==> config.mk <==
export PLATFORM = sky130hd
export DESIGN_NAME = trdb_reg_multi
export DESIGN_NICKNAME = d
export VERILOG_FILES = /design/src/rtl/trdb_pkg.sv /design/src/rtl/trdb_sw_fifo.sv /design/src/rtl/trdb_reg_multi.sv
export SDC_FILE = /design/constraint.sdc
export NUM_CORES = 1
export LEC_CHECK = 0
export ABC_AREA = 1
export CAP_MARGIN = 20
export CORE_MARGIN = 4
export CORE_UTILIZATION = 50
export CTS_BUF_LIST = sky130_fd_sc_hd__clkbuf_4 sky130_fd_sc_hd__clkbuf_8 sky130_fd_sc_hd__clkbuf_16
export DETAILED_ROUTE_END_ITERATION = 12
export DONT_BUFFER_PORTS = 1
export PLACE_DENSITY = 0.78
export SLEW_MARGIN = 20
export SYNTH_ARGS = -nofsm -noshare
export SYNTH_HDL_FRONTEND = slang
export SYNTH_SLANG_ARGS = --single-unit
==> constraint.sdc <==
create_clock -name clk_i -period 3.4 [get_ports clk_i]
set_input_delay 0.85 -clock clk_i [delete_from_list [all_inputs] [get_ports clk_i]]
set_output_delay 0.85 -clock clk_i [all_outputs]
set_load 0.02 [all_outputs]
==> src/rtl/trdb_pkg.sv <==
// Shared register map, bit indices and decode types for the trace-debugger register file.
// Latency: n/a (constants and helpers only).
// Backpressure: n/a.
package trdb_pkg;

  localparam int unsigned TRDB_MAX_RANGES = 8;

  // Byte offsets of the fixed registers
  localparam int unsigned OFF_CTRL       = 32'h00;
  localparam int unsigned OFF_STATUS     = 32'h04;
  localparam int unsigned OFF_FILTER     = 32'h08;
  localparam int unsigned OFF_DUMP       = 32'h0C;
  localparam int unsigned OFF_DUMP_TIME  = 32'h10;
  localparam int unsigned OFF_SWFIFO     = 32'h14;
  localparam int unsigned OFF_RANGE_CTRL = 32'h18;
  localparam int unsigned OFF_RANGE_BASE = 32'h20;

  // CTRL bits
  localparam int CTRL_ENABLE    = 0;
  localparam int CTRL_ACTIVATED = 1;
  localparam int CTRL_CLEAR     = 2;
  localparam int CTRL_FLUSH     = 3;
  localparam int CTRL_FULL_ADDR = 4;

  // STATUS bits (0..2 are the registered live inputs)
  localparam int STAT_FIFO_OVF = 3;
  localparam int STAT_EXT_OVF  = 4;

  // FILTER bits
  localparam int FILT_APPLY = 0;
  localparam int FILT_PRIV  = 1;
  localparam int FILT_WHICH = 2;  // two bits wide

  typedef enum logic [3:0] {
    SEL_NONE,
    SEL_CTRL,
    SEL_STATUS,
    SEL_FILTER,
    SEL_DUMP,
    SEL_DUMP_TIME,
    SEL_SWFIFO,
    SEL_RANGE_CTRL,
    SEL_LOWER,
    SEL_HIGHER
  } reg_sel_e;

  // Each range owns a LOWER/HIGHER pair, 8 bytes apart.
  function automatic int unsigned range_lo_off(input int unsigned idx);
    return OFF_RANGE_BASE + 8 * idx;
  endfunction

  function automatic int unsigned range_hi_off(input int unsigned idx);
    return OFF_RANGE_BASE + 8 * idx + 4;
  endfunction

endpackage

==> src/rtl/trdb_sw_fifo.sv <==
// Software dump FIFO: DEPTH x WIDTH, synchronous clear, level/full/empty flags.
// Latency: push visible at head the cycle after acceptance; pop frees the slot next cycle.
// Backpressure: push ignored when full (registered level); clear drops contents but keeps a same-cycle push.
// Ports: clk_i/rst_i, clr_i, push_i/push_dat_i, pop_i, head_dat_o, level_o, empty_o, full_o.
module trdb_sw_fifo #(
  parameter int WIDTH = 33,
  parameter int DEPTH = 4
) (
  input  logic                       clk_i,
  input  logic                       rst_i,
  input  logic                       clr_i,
  input  logic                       push_i,
  input  logic [WIDTH-1:0]           push_dat_i,
  input  logic                       pop_i,
  output logic [WIDTH-1:0]           head_dat_o,
  output logic [$clog2(DEPTH):0]     level_o,
  output logic                       empty_o,
  output logic                       full_o
);

  localparam int AW = $clog2(DEPTH);
  localparam int LW = AW + 1;

  logic [WIDTH-1:0] mem_q [DEPTH];
  logic [WIDTH-1:0] mem_d [DEPTH];
  logic [AW-1:0]    wptr_q, wptr_d;
  logic [AW-1:0]    rptr_q, rptr_d;
  logic [LW-1:0]    level_q, level_d;
  logic             do_push, do_pop;

  assign full_o     = (level_q == LW'(DEPTH));
  assign empty_o    = (level_q == '0);
  assign level_o    = level_q;
  assign head_dat_o = mem_q[rptr_q];
  assign do_push    = push_i && !full_o;
  assign do_pop     = pop_i && !empty_o;

  always_comb begin
    mem_d   = mem_q;
    wptr_d  = wptr_q;
    rptr_d  = rptr_q;
    level_d = level_q;
    if (clr_i) begin
      // A push that lands together with clear becomes the sole entry.
      rptr_d  = '0;
      wptr_d  = '0;
      level_d = '0;
      if (do_push) begin
        mem_d[0] = push_dat_i;
        wptr_d   = AW'(1);
        level_d  = LW'(1);
      end
    end else begin
      if (do_push) begin
        mem_d[wptr_q] = push_dat_i;
        wptr_d        = wptr_q + 1'b1;
      end
      if (do_pop) begin
        rptr_d = rptr_q + 1'b1;
      end
      level_d = level_q + LW'(do_push) - LW'(do_pop);
    end
  end

  always_ff @(posedge clk_i) begin
    if (rst_i) begin
      for (int i = 0; i < DEPTH; i++) mem_q[i] <= '0;
      wptr_q  <= '0;
      rptr_q  <= '0;
      level_q <= '0;
    end else begin
      mem_q   <= mem_d;
      wptr_q  <= wptr_d;
      rptr_q  <= rptr_d;
      level_q <= level_d;
    end
  end

endmodule

==> src/rtl/trdb_reg_multi.sv <==
// APB control/status register file for the trace debugger with NUM_RANGES address filters and a sw dump FIFO.
// Latency: register writes reach outputs next cycle; reads are combinational; dump word valid one cycle after acceptance.
// Backpressure: per_ready_o drops only for a dump write while the dump FIFO is full.
// Ports: APB per_* slave; CTRL/FILTER/range outputs to encoder; status inputs; sw_* dump stream (valid/grant).
module trdb_reg_multi
  import trdb_pkg::*;
#(
  parameter int APB_ADDR_WIDTH = 12,
  parameter int XLEN           = 32,
  parameter int NUM_RANGES     = 4,
  parameter int SW_FIFO_DEPTH  = 4
) (
  input  logic                         clk_i,
  input  logic                         rst_i,
  input  logic                         per_valid_i,
  input  logic                         per_we_i,
  input  logic [APB_ADDR_WIDTH-1:0]    per_addr_i,
  input  logic [31:0]                  per_wdata_i,
  output logic [31:0]                  per_rdata_o,
  output logic                         per_ready_o,
  output logic                         trace_enable_o,
  output logic                         trace_activated_o,
  output logic                         trace_full_addr_o,
  output logic                         flush_stream_o,
  output logic                         clear_fifo_o,
  input  logic                         trace_req_deactivate_i,
  input  logic                         flush_confirm_i,
  output logic                         apply_filters_o,
  output logic                         trace_selected_priv_o,
  output logic [1:0]                   trace_which_priv_o,
  output logic [NUM_RANGES-1:0]        range_en_o,
  output logic [NUM_RANGES-1:0]        range_stop_o,
  output logic [NUM_RANGES*XLEN-1:0]   range_lo_o,
  output logic [NUM_RANGES*XLEN-1:0]   range_hi_o,
  input  logic                         trace_qualified_i,
  input  logic                         trace_priv_match_i,
  input  logic                         trace_range_match_i,
  input  logic                         trace_fifo_overflow_i,
  input  logic                         external_fifo_overflow_i,
  output logic [XLEN-1:0]              sw_word_o,
  output logic                         sw_valid_o,
  output logic                         sw_time_o,
  input  logic                         sw_grant_i
);

  localparam int RNG_W = $clog2(TRDB_MAX_RANGES);
  localparam int LVL_W = $clog2(SW_FIFO_DEPTH) + 1;

  // Register state
  logic                       enable_q, enable_d;
  logic                       activated_q, activated_d;
  logic                       clear_q, clear_d;
  logic                       flush_q, flush_d;
  logic                       full_addr_q, full_addr_d;
  logic [2:0]                 live_q, live_d;
  logic                       fifo_ovf_q, fifo_ovf_d;
  logic                       ext_ovf_q, ext_ovf_d;
  logic                       apply_q, apply_d;
  logic                       priv_q, priv_d;
  logic [1:0]                 which_q, which_d;
  logic [NUM_RANGES-1:0]      ren_q, ren_d;
  logic [NUM_RANGES-1:0]      rstop_q, rstop_d;
  logic [NUM_RANGES*XLEN-1:0] rlo_q, rlo_d;
  logic [NUM_RANGES*XLEN-1:0] rhi_q, rhi_d;

  reg_sel_e         sel;
  logic [RNG_W-1:0] rng_idx;
  logic             dump_sel, wr_en, fifo_full, fifo_empty;
  logic [XLEN:0]    fifo_head;
  logic [LVL_W-1:0] fifo_level;

  // Address decode
  always_comb begin
    sel     = SEL_NONE;
    rng_idx = '0;
    if      (per_addr_i == APB_ADDR_WIDTH'(OFF_CTRL))       sel = SEL_CTRL;
    else if (per_addr_i == APB_ADDR_WIDTH'(OFF_STATUS))     sel = SEL_STATUS;
    else if (per_addr_i == APB_ADDR_WIDTH'(OFF_FILTER))     sel = SEL_FILTER;
    else if (per_addr_i == APB_ADDR_WIDTH'(OFF_DUMP))       sel = SEL_DUMP;
    else if (per_addr_i == APB_ADDR_WIDTH'(OFF_DUMP_TIME))  sel = SEL_DUMP_TIME;
    else if (per_addr_i == APB_ADDR_WIDTH'(OFF_SWFIFO))     sel = SEL_SWFIFO;
    else if (per_addr_i == APB_ADDR_WIDTH'(OFF_RANGE_CTRL)) sel = SEL_RANGE_CTRL;
    for (int unsigned i = 0; i < NUM_RANGES; i++) begin
      if (per_addr_i == APB_ADDR_WIDTH'(range_lo_off(i))) begin
        sel     = SEL_LOWER;
        rng_idx = RNG_W'(i);
      end
      if (per_addr_i == APB_ADDR_WIDTH'(range_hi_off(i))) begin
        sel     = SEL_HIGHER;
        rng_idx = RNG_W'(i);
      end
    end
  end

  // Stall is judged on the registered level: a pop in the same cycle does not admit the push.
  assign dump_sel    = (sel == SEL_DUMP) || (sel == SEL_DUMP_TIME);
  assign per_ready_o = !(per_valid_i && per_we_i && dump_sel && fifo_full);
  assign wr_en       = per_valid_i && per_we_i && per_ready_o;

  always_comb begin
    enable_d    = enable_q;
    activated_d = activated_q;
    clear_d     = 1'b0;
    flush_d     = flush_q;
    full_addr_d = full_addr_q;
    live_d      = {trace_range_match_i, trace_priv_match_i, trace_qualified_i};
    fifo_ovf_d  = fifo_ovf_q;
    ext_ovf_d   = ext_ovf_q;
    apply_d     = apply_q;
    priv_d      = priv_q;
    which_d     = which_q;
    ren_d       = ren_q;
    rstop_d     = rstop_q;
    rlo_d       = rlo_q;
    rhi_d       = rhi_q;

    if (wr_en) begin
      case (sel)
        SEL_CTRL: begin
          enable_d    = per_wdata_i[CTRL_ENABLE];
          activated_d = per_wdata_i[CTRL_ACTIVATED];
          clear_d     = per_wdata_i[CTRL_CLEAR];
          flush_d     = per_wdata_i[CTRL_FLUSH];
          full_addr_d = per_wdata_i[CTRL_FULL_ADDR];
        end
        SEL_STATUS: begin
          if (per_wdata_i[STAT_FIFO_OVF]) fifo_ovf_d = 1'b0;
          if (per_wdata_i[STAT_EXT_OVF])  ext_ovf_d  = 1'b0;
        end
        SEL_FILTER: begin
          apply_d = per_wdata_i[FILT_APPLY];
          priv_d  = per_wdata_i[FILT_PRIV];
          which_d = per_wdata_i[FILT_WHICH +: 2];
        end
        SEL_RANGE_CTRL: begin
          ren_d   = per_wdata_i[0 +: NUM_RANGES];
          rstop_d = per_wdata_i[8 +: NUM_RANGES];
        end
        default: ;
      endcase
      for (int i = 0; i < NUM_RANGES; i++) begin
        if (rng_idx == RNG_W'(i)) begin
          if (sel == SEL_LOWER)  rlo_d[i*XLEN +: XLEN] = XLEN'(per_wdata_i);
          if (sel == SEL_HIGHER) rhi_d[i*XLEN +: XLEN] = XLEN'(per_wdata_i);
        end
      end
    end

    // Hardware events override software in the same cycle.
    if (trace_req_deactivate_i)   activated_d = 1'b0;
    if (flush_confirm_i)          flush_d     = 1'b0;
    if (trace_fifo_overflow_i)    fifo_ovf_d  = 1'b1;
    if (external_fifo_overflow_i) ext_ovf_d   = 1'b1;
  end

  always_ff @(posedge clk_i) begin
    if (rst_i) begin
      enable_q    <= 1'b0;
      activated_q <= 1'b0;
      clear_q     <= 1'b0;
      flush_q     <= 1'b0;
      full_addr_q <= 1'b0;
      live_q      <= '0;
      fifo_ovf_q  <= 1'b0;
      ext_ovf_q   <= 1'b0;
      apply_q     <= 1'b0;
      priv_q      <= 1'b0;
      which_q     <= '0;
      ren_q       <= '0;
      rstop_q     <= '0;
      rlo_q       <= '0;
      rhi_q       <= '0;
    end else begin
      enable_q    <= enable_d;
      activated_q <= activated_d;
      clear_q     <= clear_d;
      flush_q     <= flush_d;
      full_addr_q <= full_addr_d;
      live_q      <= live_d;
      fifo_ovf_q  <= fifo_ovf_d;
      ext_ovf_q   <= ext_ovf_d;
      apply_q     <= apply_d;
      priv_q      <= priv_d;
      which_q     <= which_d;
      ren_q       <= ren_d;
      rstop_q     <= rstop_d;
      rlo_q       <= rlo_d;
      rhi_q       <= rhi_d;
    end
  end

  // Clear acts during the cycle clear_fifo_o is high, so a push stalled on full
  // is admitted the cycle after.
  trdb_sw_fifo #(
    .WIDTH (XLEN + 1),
    .DEPTH (SW_FIFO_DEPTH)
  ) u_sw_fifo (
    .clk_i      (clk_i),
    .rst_i      (rst_i),
    .clr_i      (clear_q),
    .push_i     (wr_en && dump_sel),
    .push_dat_i ({sel == SEL_DUMP_TIME, XLEN'(per_wdata_i)}),
    .pop_i      (sw_valid_o && sw_grant_i),
    .head_dat_o (fifo_head),
    .level_o    (fifo_level),
    .empty_o    (fifo_empty),
    .full_o     (fifo_full)
  );

  // Read mux
  always_comb begin
    per_rdata_o = '0;
    if (per_valid_i && !per_we_i) begin
      case (sel)
        SEL_CTRL:       per_rdata_o = {27'b0, full_addr_q, flush_q, clear_q, activated_q, enable_q};
        SEL_STATUS:     per_rdata_o = {27'b0, ext_ovf_q, fifo_ovf_q, live_q};
        SEL_FILTER:     per_rdata_o = {28'b0, which_q, priv_q, apply_q};
        SEL_SWFIFO:     per_rdata_o = {22'b0, fifo_full, fifo_empty, 8'(fifo_level)};
        SEL_RANGE_CTRL: per_rdata_o = (32'(rstop_q) << 8) | 32'(ren_q);
        default: ;
      endcase
      for (int i = 0; i < NUM_RANGES; i++) begin
        if (rng_idx == RNG_W'(i)) begin
          if (sel == SEL_LOWER)  per_rdata_o = 32'(rlo_q[i*XLEN +: XLEN]);
          if (sel == SEL_HIGHER) per_rdata_o = 32'(rhi_q[i*XLEN +: XLEN]);
        end
      end
    end
  end

  assign trace_enable_o        = enable_q;
  assign trace_activated_o     = activated_q;
  assign trace_full_addr_o     = full_addr_q;
  assign flush_stream_o        = flush_q;
  assign clear_fifo_o          = clear_q;
  assign apply_filters_o       = apply_q;
  assign trace_selected_priv_o = priv_q;
  assign trace_which_priv_o    = which_q;
  assign range_en_o            = ren_q;
  assign range_stop_o          = rstop_q;
  assign range_lo_o            = rlo_q;
  assign range_hi_o            = rhi_q;
  assign sw_valid_o            = !fifo_empty;
  assign sw_word_o             = fifo_head[XLEN-1:0];
  assign sw_time_o             = fifo_head[XLEN];

endmodule
==> results of run 1 <==
## kinds of logic (layout without fill, tap and decap cells)
group | Yosys count | count (layout) | synth area share
DFF | 417 | 417 | 0.4745
adders and majority gates | 7 | 7 | 0.005405
xor gates and xnor gates | 1 | 1 | 0.0004979
AOI/OAI and AO/OA | 1123 | 1123 | 0.3449
buffers and inverters | 446 | 466 | 0.1014
and+or+nand+nor | 276 | 277 | 0.07325
## through the flow
stage          power (mW)  instances  hold slack, ns  instance area (µm²)
2_1_floorplan       5.981       2270          0.4436                17980
3_3_place_gp        6.290       2643          0.4532                18900
3_5_place_dp        6.302       2646          0.4649                18980
4_1_cts             10.99       2721          0.3270                20740
5_1_grt             11.35       2746          0.3312                21610
6_report            10.97       2746          0.3483                21610
## cell type report
class | instances | area (µm²) | share of cell area
Tap cell | 455 | 569.3 | 0.02635
Inverter | 231 | 880.8 | 0.04077
Sequential cell | 417 | 8349 | 0.3864
Clock buffer | 63 | 1335 | 0.06179
Timing Repair Buffer | 165 | 1817 | 0.08409
Multi-Input combinational cell | 1408 | 8576 | 0.3969
Clock inverter | 7 | 78.83 | 0.003648
## metal layers
layer | vias to the layer above | GRT usage | wire (µm)
met5 | - | 0 | 0
met4 | 0 | 0.1058 | 2409
met3 | 149 | 0.09765 | 7837
met2 | 1011 | 0.4938 | 29810
met1 | 8231 | 0.4341 | 27140
li1 | 7907 | - | -
## flip-flops by register name (all words and copies together) (netlist names)
| signal | cells |
|---|---|
| trace_activated_o | 1 |
| u_sw_fifo.mem_q | 132 |
| u_sw_fifo.rptr_q | 2 |
| live_q | 3 |
| fifo_ovf_q | 1 |
| u_sw_fifo.level_o | 3 |
| range_stop_o | 4 |
| trace_full_addr_o | 1 |
| trace_enable_o | 1 |
| trace_which_priv_o | 2 |
| ext_ovf_q | 1 |
| u_sw_fifo.wptr_q | 2 |
| range_lo_o | 128 |
| flush_stream_o | 1 |
| range_hi_o | 128 |
| trace_selected_priv_o | 1 |
| clear_fifo_o | 1 |
| apply_filters_o | 1 |
| range_en_o | 4 |
## cell usage after synthesis, drive strengths merged
cell,count
a2111oi,2
a211oi,3
a21boi,1
a21oi,450
a221oi,28
a22o,4
a31oi,5
buf,79
clkbuf,136
dfxtp,417
fa,1
ha,6
inv,231
nand2,99
nand3,17
nand3b,1
nand4,2
nor2,133
nor3,22
nor4,2
o2111ai,1
o211ai,3
o21ai,497
o221a,16
o221ai,10
o22ai,97
o311ai,2
o31ai,4
xor2,1
## worst min path at each step
stage	cells after the start	to	slack [ns]
2_1_floorplan	2	fifo_ovf_q$_SDFFE_PP0P_	0.44
3_3_place_gp	2	fifo_ovf_q$_SDFFE_PP0P_	0.45
3_5_place_dp	2	fifo_ovf_q$_SDFFE_PP0P_	0.46
4_1_cts	1	fifo_ovf_q$_SDFFE_PP0P_	0.33
5_1_grt	1	ext_ovf_q$_SDFFE_PP0P_	0.33
6_report	1	fifo_ovf_q$_SDFFE_PP0P_	0.35
## cells in the final DEF (no fill, tap or decap), types with 6 or more instances in the layout
master / synthesis / routed
o21ai_0: 451 / 438
a21oi_1: 449 / 434
dfxtp_1: 417 / 416
inv_1: 220 / 206
buf_4: 1 / 110
nor2_1: 117 / 104
nand2_1: 91 / 81
o22ai_1: 95 / 61
o21ai_1: 46 / 51
clkbuf_16: 0 / 49
buf_12: 0 / 28
nor2_4: 9 / 24
inv_2: 11 / 21
nor3_4: 3 / 19
o22ai_2: 2 / 19
a221oi_1: 28 / 19
buf_6: 3 / 18
o22ai_4: 0 / 17
a21oi_2: 1 / 15
nand2_2: 4 / 10
nand3_1: 15 / 10
o221a_2: 13 / 9
clkbuf_8: 0 / 9
clkbuf_4: 0 / 8
nand2_4: 3 / 7
o21ai_2: 0 / 7
a221oi_2: 0 / 6
o221ai_1: 10 / 6
ha_1: 6 / 6
## repair_timing
item                                    4_1_cts  5_1_grt
pin swaps                                    26       33
setup buffers                                 5       21
resized for setup                            69      105
endpoints found under the setup margin       32       32
gates cloned                                  0        4
## power by group through the flow
stage                     registers [mW]  clock network (mW)  logic [mW]
after floorplan                     5.04                   0       0.942
after global placement              5.05                   0        1.24
after detailed placement            5.05                   0        1.26
after CTS                           4.94                4.79        1.26
after global routing                4.94                5.00        1.41
final                               4.94                4.75        1.28
==> impl_results.md, run 1 <==
- Reg2reg path depth: 12
- Hold violation count in the final report: 0
- Via count of the first global-routing pass: approximately 15000
- Initial antenna violation count: 0
- Starting utilization of the core area: 0.5081
- H-tree level count: 2
- Data arrival, critical path: 2.99 ns
- Die extent in x: 195.6 µm
- Fin Setup TNS: -10.20 ns
- Hold path startpoint: rst_i
- Mapped Cells: 2270
- Setup crit end: per_rdata_o[8]
- Cell count along the critical path: 18
- Switching power: 2.966 mW
- Remaining DRCs: 0
- Share of total power in combinational logic: 0.117
- Count of boundary I/O pins: 396
- Ratio of total power to cell area: between 500 and 600 mW/mm²
- Total gr overflow: 0
- Core Area: between 0.03 and 0.04 mm²
- Run status: finished with violations
- Bufs and invs on worst path: 3
- Setup ws final: -0.4399 ns
- Most common cell type on the critical path: nor2_4
- Critical path cell sequence: nor2_4 -> nand3_2 -> nor2_4 -> inv_2 -> a21oi_4 -> inv_2 -> nand3_4 -> nand2_4 -> buf_12 -> o22ai_2 -> nand2_1 -> nand3b_1 -> nand2_2 -> a21oi_2 -> o21ai_1 -> nand2_1 -> nand2_2 -> nor2_4
- Leading area contributor after synthesis: dfxtp_1
- Largest buffer count on any clock path: 3
- Net count after synthesis: about 2300
- Crit-path max FO: 9
- Share of cells above drive strength 1: 0.1886
- Post-CTS Hold Buffers: 0
- Cell with the largest stage delay on the worst path: a21oi_4
- Number of max-slew violations in the final report: 0
- Unrepaired setup endpoints after global routing: true
- Number of port buffers: 0
- Number of CTS-inserted buffers: 44
- Origin of the critical flop-to-flop path: u_sw_fifo.level_o[1]$_SDFF_PP0_
- Clk root buf: clkbuf_16
- Internal power summed over all cells: 8.007 mW
- Period utilization: 1.129
- Clock transition at the register clock pins on the worst setup and hold paths after CTS: 0.07 ns
- Headroom to the max-slew limit: 0.4184
- Reported leakage power: 8.079 nW
- Final antenna-violating net count: 0
- Detailed-route vias per instance: ~6.3
- CP top delay family: simple AND/OR/NAND/NOR gates
- Crit start category: primary input
- Worst reg2reg setup slack: 0.90 ns
- Hold crit path type: in -> reg
- Worst-margin pin slew: between 0.8 and 0.9 ns
- Slowest stage delay, CP: 0.18 ns
- Number of cell rows: 68
- Area added between synthesis and finish: 22.81%
- Die height: 195.6 µm
- Post-synthesis area per instance: ~7.8 µm²
- Insertion delay to the later sink of the worst-skew pair: between 0.5 and 0.6 ns
- Max Fclk: 0.2604 GHz
- Maximum resistive drop on vdd: 0.0004633 V
- Number of violations reported at the end of detailed-routing iteration 0: 1980
- Routability cong.: about 0.98
- Antenna Diode Count: 0
- Router iterations before antenna repair: 6
- Synth top area share: 0.4745
- Yosys warning total: 0
- Post-synthesis cell type count: 46
- TritonCTS clock tree: built
- Net count, final: 2330
- Crit path capture type: output pin
- Estimated wirelength of the detail-placed design: 46.26 mm
- Startpoint of the worst setup timing path: per_addr_i[0]
- Switching share of total power: 0.2703
- End of the worst register-to-register path: range_lo_o[29]$_SDFFE_PP0P_
- Final setup violation count: 32
- Sink count of the clock tree: 417
- Final Util: 0.6239
- Per-cell routed wire length: 24.47 µm
- Post-synthesis sequential area ratio: 0.4745
- Netlist area before placement: 0.01759 mm²
- Reg power frac: 0.450
- Maxcap violations: 0
- Type of the worst setup path: in -> out
- Total global-route track usage: 0.3213
- Die area: 0.03825 mm²
- Violated checks: setup timing
- Global-route wire length before repair: 97.63 mm
- Setup clock skew after layout: between 0.01 and 0.015 ns
- Filler cell count: 2823
- Pin count of the biggest net entering global routing: 121
- Worst slack at placement: -0.4994 ns
- Post-layout min period: about 3.8 ns
- Register bit total from synthesis: roughly 420
- Leading cell types by total area after synthesis: dfxtp_1 (47%), o21ai_0 (13%), a21oi_1 (13%)
- Number of vias in the routed layout: approximately 17000
- Part of the total power dissipated in the clock network: 0.433
- Total length of routed wires: 67.19 mm
- Worst path required time: 2.55 ns
Note: power is estimated with default switching activity, not from simulation.
==> run 2: changes to the inputs <==
--- a/config.mk
+++ b/config.mk
@@ -7,12 +7,14 @@
 export LEC_CHECK = 0
 export ABC_AREA = 1
 export CAP_MARGIN = 20
+export CELL_PAD_IN_SITES_DETAIL_PLACEMENT = 0
+export CELL_PAD_IN_SITES_GLOBAL_PLACEMENT = 1
 export CORE_MARGIN = 4
-export CORE_UTILIZATION = 50
+export CORE_UTILIZATION = 41
 export CTS_BUF_LIST = sky130_fd_sc_hd__clkbuf_4 sky130_fd_sc_hd__clkbuf_8 sky130_fd_sc_hd__clkbuf_16
 export DETAILED_ROUTE_END_ITERATION = 12
 export DONT_BUFFER_PORTS = 1
-export PLACE_DENSITY = 0.78
+export PLACE_DENSITY = 0.85
 export SLEW_MARGIN = 20
 export SYNTH_ARGS = -nofsm -noshare
 export SYNTH_HDL_FRONTEND = slang
==> impl_results.md, run 2 (synthesized netlist as in run 1, its figures left out) <==
- Estimated wirelength of the detail-placed design: 47.86 mm (+3.5%)
- Clock transition at the register clock pins on the worst setup and hold paths after CTS: 0.06 ns (about the same)
- Slowest stage delay, CP: 0.27 ns (+0.09 ns)
- Pin count of the biggest net entering global routing: 121 (unchanged)
- Setup clock skew after layout: 0.02234 ns (+0.007679 ns)
- Detailed-route vias per instance: 6.012 (-4.6%)
- Startpoint of the worst setup timing path: per_addr_i[1]
- Unrepaired setup endpoints after global routing: true
- Die area: 0.04629 mm² (+21%)
- Count of boundary I/O pins: 396 (unchanged)
- Final antenna-violating net count: 0 (unchanged)
- Run status: finished with violations
- Most frequent cells in the layout: a21oi_1 (440), o21ai_0 (434), dfxtp_1 (416)
- Critical path cell sequence: nor2_4 -> nand2_2 -> nor3_4 -> nand2_1 -> nand3_1 -> nor2_2 -> nand2_2 -> nand2_4 -> buf_6 -> buf_12 -> o221ai_2 -> nand3_1 -> o21ai_1 -> buf_4 -> a21oi_4 -> buf_6
- Max reg flops: 132 (unchanged)
- Via count of the first global-routing pass: 15650 (+1.1%)
- Worst reg2reg setup slack: 1.01 ns (+0.11 ns)
- Insertion delay to the later sink of the worst-skew pair: 0.58 ns (about the same)
- Share of cells above drive strength 1: 0.2129 (+0.02433)
- Router iterations before antenna repair: 6 (unchanged)
- Worst path required time: 2.55 ns (about the same)
- End of the worst register-to-register path: u_sw_fifo.level_o[2]$_SDFF_PP0_
- Routability cong.: 0.9452 (-3.9%)
- Net count, final: 2390 (+2.6%)
- Violated checks: setup timing
- Number of cell rows: 75 (+10%)
- Crit path capture type: output pin
- Number of violations reported at the end of detailed-routing iteration 0: 1788 (-9.7%)
- Cell with the largest stage delay on the worst path: nor3_4
- Number of port buffers: 0 (unchanged)
- Hold crit path type: in -> reg
- Crit start category: primary input
- Leading cell type in the layout, fill and taps excluded: a21oi_1
- Worst-margin pin slew: 1.064 ns (+0.1947 ns)
- Reported leakage power: 8.578 nW (+6.2%)
- Sink count of the clock tree: 417 (unchanged)
- Data arrival, critical path: 3.05 ns (+0.06 ns)
- Total gr overflow: 0 (unchanged)
- Bufs and invs on worst path: 4 (+1)
- Headroom to the max-slew limit: 0.2907 (-0.1277)
- CP top delay family: simple AND/OR/NAND/NOR gates
- Type of the worst setup path: in -> out
- Core Area: 0.04223 mm² (+22%)
- Per-cell routed wire length: 24.38 µm (-0.37%)
- Total global-route track usage: 0.2821 (-0.03922)
- Initial antenna violation count: 1 (+1)
- Setup crit end: per_rdata_o[31]
- Post-layout min period: 3.899 ns (+0.05955 ns)
- Fin Setup TNS: -13.05 ns (-2.850 ns)
- Largest register by flop count: u_sw_fifo.mem_q
- Area added between synthesis and finish: 27.89%
- Worst slack at placement: -0.5254 ns (-0.02600 ns)
- Setup ws final: -0.4994 ns (-0.05955 ns)
- Post-CTS Hold Buffers: 0 (unchanged)
- Clk root buf: clkbuf_16
- Final Util: 0.5328 (-0.09113)
- H-tree level count: 2 (unchanged)
- Starting utilization of the core area: 0.4166 (-0.09144)
- Die height: 215.1 µm (+10%)
- Crit-path max FO: 7 (-2)
- Number of CTS-inserted buffers: 46 (+4.5%)
- Cell count along the critical path: 16 (-2)
- Final setup violation count: 31 (-3.1%)
- Maxcap violations: 0 (unchanged)
- Maximum resistive drop on vdd: 0.0004153 V (-10%)
- Max Fclk: 0.2564 GHz (-1.5%)
- Remaining DRCs: 0 (unchanged)
- Number of max-slew violations in the final report: 0 (unchanged)
- Die extent in x: 215.1 µm (+10%)
- Origin of the critical flop-to-flop path: u_sw_fifo.level_o[1]$_SDFF_PP0_
- Period utilization: 1.147 (+0.01752)
- Number of vias in the routed layout: 17420 (+0.69%)
- Hold violation count in the final report: 0 (unchanged)
- Ratio of total power to cell area: 512.6 mW/mm² (+0.94%)
- Reg2reg path depth: 12 (unchanged)
- Global-route wire length before repair: 103.2 mm (+5.7%)
- TritonCTS clock tree: built
- Antenna Diode Count: 0 (unchanged)
- Total length of routed wires: 70.62 mm (+5.1%)
- Largest buffer count on any clock path: 3 (unchanged)
[run 2: final cells by class]
cell class                      instances  area, µm²
Clock inverter                         11      133.9
Inverter                              231      889.6
Tap cell                              539      674.4
Clock buffer                           68       1396
Timing Repair Buffer                  223       2445
Multi-Input combinational cell       1408       8611
Fill cell                            3861      19730
Sequential cell                       417       8349
[run 2: routing by layer]
metal,vias to the layer above,GRT usage,part of all wire
met3,113,0.08814,0.11
met4,0,0.09276,0.031
li1,8027,-,-
met2,904,0.4228,0.44
met1,8374,0.3877,0.42
met5,-,0,0
[run 2: worst min path at each step]
stage	slack, ns	start	to	cells past startpoint
global placement	0.46	ext_ovf_q$_SDFFE_PP0P_	ext_ovf_q$_SDFFE_PP0P_	2
CTS	0.33	rst_i	fifo_ovf_q$_SDFFE_PP0P_	1
floorplan	0.44	fifo_ovf_q$_SDFFE_PP0P_	fifo_ovf_q$_SDFFE_PP0P_	2
detailed placement	0.46	ext_ovf_q$_SDFFE_PP0P_	ext_ovf_q$_SDFFE_PP0P_	2
finish	0.36	rst_i	live_q[1]$_SDFF_PP0_	1
global route	0.34	rst_i	ext_ovf_q$_SDFFE_PP0P_	1
[run 2: stage by stage]
stage | cell area [µm²] | hold slack (ns) | std cells | power [mW]
2_1_floorplan | 17980 | 0.4436 | 2270 | 5.981
3_3_place_gp | 19350 | 0.4558 | 2768 | 6.520
3_5_place_dp | 19350 | 0.4600 | 2768 | 6.531
4_1_cts | 21760 | 0.3295 | 2871 | 11.60
5_1_grt | 22500 | 0.3394 | 2897 | 11.92
6_report | 22500 | 0.3599 | 2897 | 11.53
[run 2: worst register-to-register path, cell delays in order (launching register included)]
cell and delay, ns:
dfxtp_1 0.35, nor2_1 0.21, nand2_1 0.27, nand2_1 0.22
inv_1 0.08, ha_1 0.27, inv_1 0.06, ha_1 0.13
inv_1 0.05, fa_1 0.40, xor2_1 0.17, inv_1 0.05
nor2_1 0.03
[run 2: power breakdown]
| part | switching, mW | internal (mW) |
|---|---|---|
| logic | 1.04 | 0.468 |
| registers | 0.0215 | 4.91 |
| clock network | 2.04 | 3.06 |
[run 2: timing repair]
action	in CTS	in global routing
endpoints found under the hold margin	0	0
gates cloned	5	8
endpoints found under the setup margin	32	32
buffers inserted	26	27
gates resized for setup	125	85
pin swaps	31	46
